===== config.mk =====
export PLATFORM = sky130hd
export DESIGN_NAME = cacheline_adapter
export DESIGN_NICKNAME = d
export VERILOG_FILES = /design/src/rtl/mutative_types.sv /design/src/rtl/cacheline_adapter.sv
export SDC_FILE = /design/constraint.sdc
export NUM_CORES = 1
export LEC_CHECK = 0
export BUFFER_PORTS_ARGS = -buffer_cell sky130_fd_sc_hd__clkbuf_2
export CELL_PAD_IN_SITES_DETAIL_PLACEMENT = 0
export CELL_PAD_IN_SITES_GLOBAL_PLACEMENT = 2
export CORE_UTILIZATION = 29
export DETAILED_ROUTE_END_ITERATION = 7
export MAX_ROUTING_LAYER = met4
export PLACE_DENSITY = 0.8
export SYNTH_ARGS = -nofsm -noshare
export SYNTH_HDL_FRONTEND = slang
export SYNTH_SLANG_ARGS = --single-unit

===== constraint.sdc =====
create_clock -name clk -period 3.4 [get_ports clk]
set_clock_uncertainty 0.2 [all_clocks]
set_input_delay 0.51 -clock clk [delete_from_list [all_inputs] [get_ports clk]]
set_output_delay 0.51 -clock clk [all_outputs]
set_load 0.01 [all_outputs]

===== src/rtl/mutative_types.sv =====
// Shared types and constants for the cache-to-memory path.
package mutative_types;

    // Byte offset bits inside one 32-byte cache line.
    localparam int OFFSET_BITS = 5;

    // Line and memory beat geometry.
    localparam int LINE_WIDTH  = 256;
    localparam int BEAT_WIDTH  = 64;
    localparam int BEATS       = LINE_WIDTH / BEAT_WIDTH;
    localparam int CNT_WIDTH   = $clog2(BEATS);
    localparam int BEAT_SHIFT  = $clog2(BEAT_WIDTH);
    localparam int LINE_IDX_W  = $clog2(LINE_WIDTH);

    // Line adapter control states.
    typedef enum logic [2:0] {
        IDLE     = 3'd0,
        RD_REQ   = 3'd1,
        RD_DATA  = 3'd2,
        WR_BURST = 3'd3,
        RESP     = 3'd4
    } adapter_state_t;

endpackage


===== src/rtl/cacheline_adapter.sv =====
// Converts 256-bit cache line fills / write-backs into 4-beat 64-bit bursts.
// All outputs are decoded from registered state and captured data only, so
// nothing on dfp_* reaches bmem_* combinationally.
module cacheline_adapter
    import mutative_types::*;
(
    input  logic                  clk,
    input  logic                  rst,
    input  logic [31:0]           dfp_addr,
    input  logic                  dfp_read,
    input  logic                  dfp_write,
    input  logic [LINE_WIDTH-1:0] dfp_wdata,
    output logic [LINE_WIDTH-1:0] dfp_rdata,
    output logic                  dfp_resp,
    output logic [31:0]           bmem_addr,
    output logic                  bmem_read,
    output logic                  bmem_write,
    output logic [BEAT_WIDTH-1:0] bmem_wdata,
    input  logic                  bmem_ready,
    input  logic [BEAT_WIDTH-1:0] bmem_rdata,
    input  logic                  bmem_rvalid
);

    adapter_state_t          r_state;
    adapter_state_t          w_next_state;
    logic [CNT_WIDTH-1:0]    r_cnt;
    logic [31:0]             r_addr;
    logic [LINE_WIDTH-1:0]   r_line;
    logic [LINE_WIDTH-1:0]   r_wbuf;
    logic [LINE_IDX_W-1:0]   w_beat_base;
    logic                    w_take_wr;
    logic                    w_take_rd;
    logic                    w_rd_beat;
    logic                    w_wr_beat;
    logic                    w_last_beat;
    logic                    w_unused_offset;

    // Offset bits of the line address are intentionally dropped.
    assign w_unused_offset = ^dfp_addr[OFFSET_BITS-1:0];

    // Bit position of the current beat within the line.
    assign w_beat_base = {r_cnt, {BEAT_SHIFT{1'b0}}};
    assign w_last_beat = (r_cnt == CNT_WIDTH'(BEATS - 1));

    // Next-state decode; a pending write always wins over a pending read.
    always_comb begin
        w_next_state = r_state;
        w_take_wr    = 1'b0;
        w_take_rd    = 1'b0;
        w_rd_beat    = 1'b0;
        w_wr_beat    = 1'b0;
        case (r_state)
            IDLE: begin
                if (dfp_write) begin
                    w_take_wr    = 1'b1;
                    w_next_state = WR_BURST;
                end else if (dfp_read) begin
                    w_take_rd    = 1'b1;
                    w_next_state = RD_REQ;
                end else begin
                    w_next_state = IDLE;
                end
            end
            RD_REQ: begin
                if (bmem_ready) begin
                    w_next_state = RD_DATA;
                end else begin
                    w_next_state = RD_REQ;
                end
            end
            RD_DATA: begin
                if (bmem_rvalid) begin
                    w_rd_beat    = 1'b1;
                    w_next_state = w_last_beat ? RESP : RD_DATA;
                end else begin
                    w_next_state = RD_DATA;
                end
            end
            WR_BURST: begin
                if (bmem_ready) begin
                    w_wr_beat    = 1'b1;
                    w_next_state = w_last_beat ? RESP : WR_BURST;
                end else begin
                    w_next_state = WR_BURST;
                end
            end
            RESP: begin
                w_next_state = IDLE;
            end
            default: begin
                w_next_state = IDLE;
            end
        endcase
    end

    // State register; reset abandons any transaction without a response.
    always_ff @(posedge clk) begin
        if (rst) begin
            r_state <= IDLE;
        end else begin
            r_state <= w_next_state;
        end
    end

    // Beat counter, captured address, write buffer and assembled fill line.
    always_ff @(posedge clk) begin
        if (rst) begin
            r_cnt  <= '0;
            r_addr <= '0;
            r_wbuf <= '0;
            r_line <= '0;
        end else begin
            if (w_take_wr || w_take_rd) begin
                r_cnt  <= '0;
                r_addr <= {dfp_addr[31:OFFSET_BITS], {OFFSET_BITS{1'b0}}};
            end else if (w_rd_beat || w_wr_beat) begin
                r_cnt  <= r_cnt + CNT_WIDTH'(1);
            end
            if (w_take_wr) begin
                r_wbuf <= dfp_wdata;
            end
            if (w_rd_beat) begin
                r_line[w_beat_base +: BEAT_WIDTH] <= bmem_rdata;
            end
        end
    end

    assign dfp_rdata  = r_line;
    assign dfp_resp   = (r_state == RESP);
    assign bmem_addr  = r_addr;
    assign bmem_read  = (r_state == RD_REQ);
    assign bmem_write = (r_state == WR_BURST);
    assign bmem_wdata = r_wbuf[w_beat_base +: BEAT_WIDTH];

endmodule


# Yosys cells after proc, flatten, opt, wreduce, memory -nomap -nowiden
# Index checks and enable logic that the tools add are counted.
dict set report totals {
  ff_bits 544
  out_inout_bits 355
  wordCells 37
}
dict set report op_classes {
  n_addsub 2
  n_eq_ne 5
  n_shift 3
  mux 18
  n_reduce_logical 4
}
# operator count
set op_table {}
lappend op_table {{bitwise mux 256 bit} 1}
lappend op_table {{variable shift 64 x 10 -> 256 bit, first input constant} 1}
lappend op_table {{variable part select 256 x 9 -> 64 bit} 1}
lappend op_table {{variable part select 64 x 10 -> 256 bit} 1}
lappend op_table {{2-to-1 mux 3 bit} 4}
lappend op_table {{one-hot mux 3 bit (4 select lines)} 1}
lappend op_table {{2-to-1 mux 1 bit} 10}
lappend op_table {{negator 8 -> 10 bit} 1}
lappend op_table {{equality test 3 x 2 -> 1 bit, second input constant} 2}
lappend op_table {{2-to-1 mux 2 bit} 2}
lappend op_table {{equality test 3 x 1 -> 1 bit, second input constant} 1}
lappend op_table {{equality test 3 bit, second input constant} 1}
lappend op_table {{zero test 3 bit} 1}
lappend op_table {{adder 2 x 1 -> 2 bit, second input constant} 1}
lappend op_table {{equality test 2 bit, second input constant} 1}
lappend op_table {{logical OR 1 bit} 2}
lappend op_table {{OR reduction 2 bit} 1}

# Longest topological paths before layout
dict set report logic_depth {
  word_depth 5
  depth_mapped 9
}

# Worst setup path after synthesis
# No wires, ideal clock.
dict set report synth_path {
  kind {flip-flop to flip-flop}
  from {register r_cnt[1]}
  to {register r_line[141], in the netlist dfp_rdata[141]}
  t_arrival_ps 2406
  path_slack_ps 724
  stages_incl_launch_ff 10
  synth_period_minus_slack_ps 2676
  path_cell_list {dfxtp_1 clkbuf_1 clkbuf_1 inv_1 ha_1 nor4b_2 buf_2 clkbuf_1 nand4_1 a21oi_1}
}
dict set report synth_between {
  elab_chain_cells 3
  elab_cells_between_ends 4
  classes_between {add/sub: 1; shift: 2; mux: 1}
}
# item line_no
set synth_rtl {}
lappend synth_rtl {{start: declaration} cacheline_adapter.sv:26} ;# logic [CNT_WIDTH-1:0] r_cnt;
lappend synth_rtl {{start signal: assignment} cacheline_adapter.sv:117} ;# r_cnt <= r_cnt + CNT_WIDTH'(1);
lappend synth_rtl {{negator 8 -> 10 bit *} cacheline_adapter.sv:123} ;# r_line[w_beat_base +: BEAT_WIDTH] <= bmem_rdata;
lappend synth_rtl {{variable part select 64 x 10 -> 256 bit or variable shift 64 x 10 -> 256 bit (tied branches)} cacheline_adapter.sv:123}
lappend synth_rtl {{bitwise mux 256 bit *} cacheline_adapter.sv:123}
lappend synth_rtl {{end signal: indexed assignment} cacheline_adapter.sv:123}
lappend synth_rtl {{end: declaration} cacheline_adapter.sv:28} ;# logic [LINE_WIDTH-1:0] r_line;
# Every way passes the cells marked *; elsewhere a longest branch is shown, timed or not.
# A chain may end at the register's enable or synchronous reset.

# Worst setup path in the final report
dict set report layout_path {
  from {register r_cnt[0]}
  to {output port bmem_wdata[42]}
}
dict set report layout_between {
  elab_chain_cells 1
}
# item line_no
set layout_rtl {}
lappend layout_rtl {{variable part select 256 x 9 -> 64 bit} cacheline_adapter.sv:133} ;# assign bmem_wdata = r_wbuf[w_beat_base +: BEAT_WIDTH];
lappend layout_rtl {{end: declaration} cacheline_adapter.sv:18} ;# output logic [BEAT_WIDTH-1:0] bmem_wdata,
# Every way passes these cells.

==> summary.md <==
| Metric | Value |
|---|---|
| Max VDD drop | `0.375 mV` |
| Post-DP HPWL | `61700 um` |
| Nets | `3734` |
| Clock-pin slew on the worst setup and hold paths | `60 ps` |
| Setup crit end kind | `output port` |
| Mean Syn Cell Area | `8.76 sq um` |
| Io pins | `713` |
| Reg2Reg Depth | `5` |
| Count of non-filler cells in the finished layout | `4398` |
| Max Cap Viol | `0` |
| Skew-Pair Late Insertion Delay | `620 ps` |
| Mean routed wirelength per cell | `20.1 um` |
| First-pass GRT wire length | `130000 um` |
| Ranking of synthesized cells by area | `dfxtp_1 (50%), a21oi_1 (9.8%), nand2_1 (8.9%)` |
| Synth unique cells | `37` |
| Initial Utilization | `0.295` |
| Hold Path Cell Cnt | `3` |
| Cts bufs inserted | `61` |
| Max-slew headroom | `0.200` |
| Inst Count DP | `3934` |
| Lkg Pwr | `12.3 nW` |
| Post-synthesis instance total | `2475` |
| Root Buffer | `clkbuf_16` |
| Yosys reg bits | `544` |
| Die ar. | `75900 sq um` |
| Most common cell after layout, fill and taps aside | `clkbuf_2` |
| Synthesis-to-finish area growth | `44.1%` |
| Min Tclk post-route | `3040 ps` |
| Via Count | `21900` |
| Vias per cell | `4.98` |
| Final setup TNS | `0 ps` |
| Fraction of registers with async set/reset | `0` |
| Outcome | `finished, final reports clean` |
| Main synth FF type | `dfxtp_1` |
| Core Area | `73500 sq um` |
| Post-synth EDFFs | `0` |
| Area leader, netlist | `dfxtp_1` |
| Unrepaired setup endpoints after global routing | `false` |
| Top achievable clock speed | `329 MHz` |
| Yosys warning count | `0` |
| Max Buffers Root-to-Sink | `3` |
| Vias in the first global route | `21700` |
| Most frequent cells in the layout | `clkbuf_2 (701), dfxtp_1 (542), nand2_1 (513)` |
| Synth Cell Area | `21700 sq um` |
| GRT Overall Usage | `0.228` |
| Share of post-route cells with drive strength above 1 | `0.270` |
| Die width | `276 um` |
| Largest net degree at the start of global routing | `128` |
| Worst-Margin Slew | `1200 ps` |
| Final WL | `88400 um` |
| IO Port Bufs | `702` |
| Total gr overflow | `0` |
| Hold Path Class | `primary input to flop` |
| Final period util | `0.895` |
| Clock sinks | `544` |
| Final setup violating endpoints | `0` |
| Routed Antenna Nets | `0` |
| PostCTS Resize Cnt | `0` |
| Initial drt markers | `1327` |
| Slew Limit Fails | `0` |
| Initial antenna violation count | `18` |
| Worst setup path class | `flop to output port` |
| Row count | `99` |
| PD cells | `505 nW/um^2` |
| Area share of the largest cell type after synthesis | `0.502` |
| CTS tree | `done` |
| Final Util | `0.426` |
| Fin. Hold Viols | `0` |
| CP max FO | `26` |
| DIE HEIGHT | `276 um` |
| RePlAce Congestion | `0.882` |
| Req. time, crit path | `2690 ps` |
| Drc violations | `0` |
| Htree depth | `2` |
| Seq/Total Area, Yosys | `0.502` |
| Critical Path Source Type | `flop` |
| Worst path arrival time | `2330 ps` |
| First-pass detailed-route iteration total | `6` |
-- final timing paths --
check                     startpoint                         end  slack, ps
max            r_cnt[0]$_SDFFE_PP0P_              bmem_wdata[42]        360
min                    dfp_wdata[62]     r_wbuf[62]$_SDFFE_PP0P_       0.07
max reg2reg    r_cnt[0]$_SDFFE_PP0P_  dfp_rdata[52]$_SDFFE_PP0P_        680
min reg2reg  r_wbuf[92]$_SDFFE_PP0P_     r_wbuf[92]$_SDFFE_PP0P_        250
-- layer usage --
| layer | global-route usage | wire, um | vias up |
|---|---|---|---|
| li1 | - | - | 10500 |
| met2 | 0.387 | 43500 | 762 |
| met5 | - | 0 | - |
| met3 | 0.0556 | 6790 | 160 |
| met4 | 0.0759 | 2890 | 0 |
| met1 | 0.262 | 35200 | 10500 |
-- flip-flops by register name, summed over array words and instances (netlist names) --
register   flops
r_cnt          2
r_wbuf       256
dfp_rdata    256
bmem_addr     27
r_state        3
-- kinds of logic after synthesis --
group / after synthesis / synth area share
other: 1 / 0.000173
adders and majority gates: 5 / 0.00288
DFF: 544 / 0.502
muxes: 65 / 0.0669
and+or+nand+nor: 771 / 0.163
AOI/OAI and AO/OA: 712 / 0.185
buffers and inverters: 377 / 0.0800
-- timing repair --
action / in CTS / in global routing
hold endpoints to repair: 438 / 0
buffers inserted: 0 / 0
hold buffers: 333 / 0
-- worst max-delay path, stage by stage, from the launching register on --
cell and delay, ps:
dfxtp_4 610, buf_12 320, mux4_2 590, clkbuf_2 160
-- synthesized netlist by cell type, types with 12 or more instances --
| library cell | count |
|---|---|
| a21oi_1 | 424 |
| buf_2 | 61 |
| buf_6 | 28 |
| clkbuf_1 | 144 |
| dfxtp_1 | 544 |
| inv_1 | 123 |
| mux4_2 | 64 |
| nand2_1 | 513 |
| nand2b_1 | 62 |
| nand3_1 | 27 |
| nand4_1 | 139 |
| o21ai_0 | 155 |
| o21ai_1 | 12 |
| o32ai_1 | 118 |
-- area by class of cell --
class                      instances  area (sq um)
timing repair buffer            1081          7430
antenna                           18          45.0
clock buffer                      93          1800
clock inverter                    20           267
inverter                         125           469
fill                            7359         42200
multi-input combinational       1558          9160
sequential                       544         10900
tap                              959          1200
-- metrics by stage --
step / cell area, sq um / worst slack [ps] / power (mW) / hold slack (ps)
after floorplan: 21700 / 724 / 8.04 / 233
after global placement: 25800 / 744 / 8.73 / 240
after detailed placement: 25800 / 666 / 8.78 / 245
after CTS: 31200 / 261 / 15.9 / 4.95
after global routing: 31300 / 225 / 16.4 / 33.2
final: 31300 / 358 / 15.8 / 0.0699
-- power breakdown --
| group | leakage [nW] | switching [mW] | internal (mW) | total [mW] |
|---|---|---|---|---|
| combinational | 6.89 | 1.21 | 0.908 | 2.12 |
| clock | 1.02 | 2.80 | 4.02 | 6.82 |
| sequential | 4.42 | 0.170 | 6.67 | 6.84 |
| total | 12.3 | 4.18 | 11.6 | 15.8 |
Power figures use the tool's default switching activity.
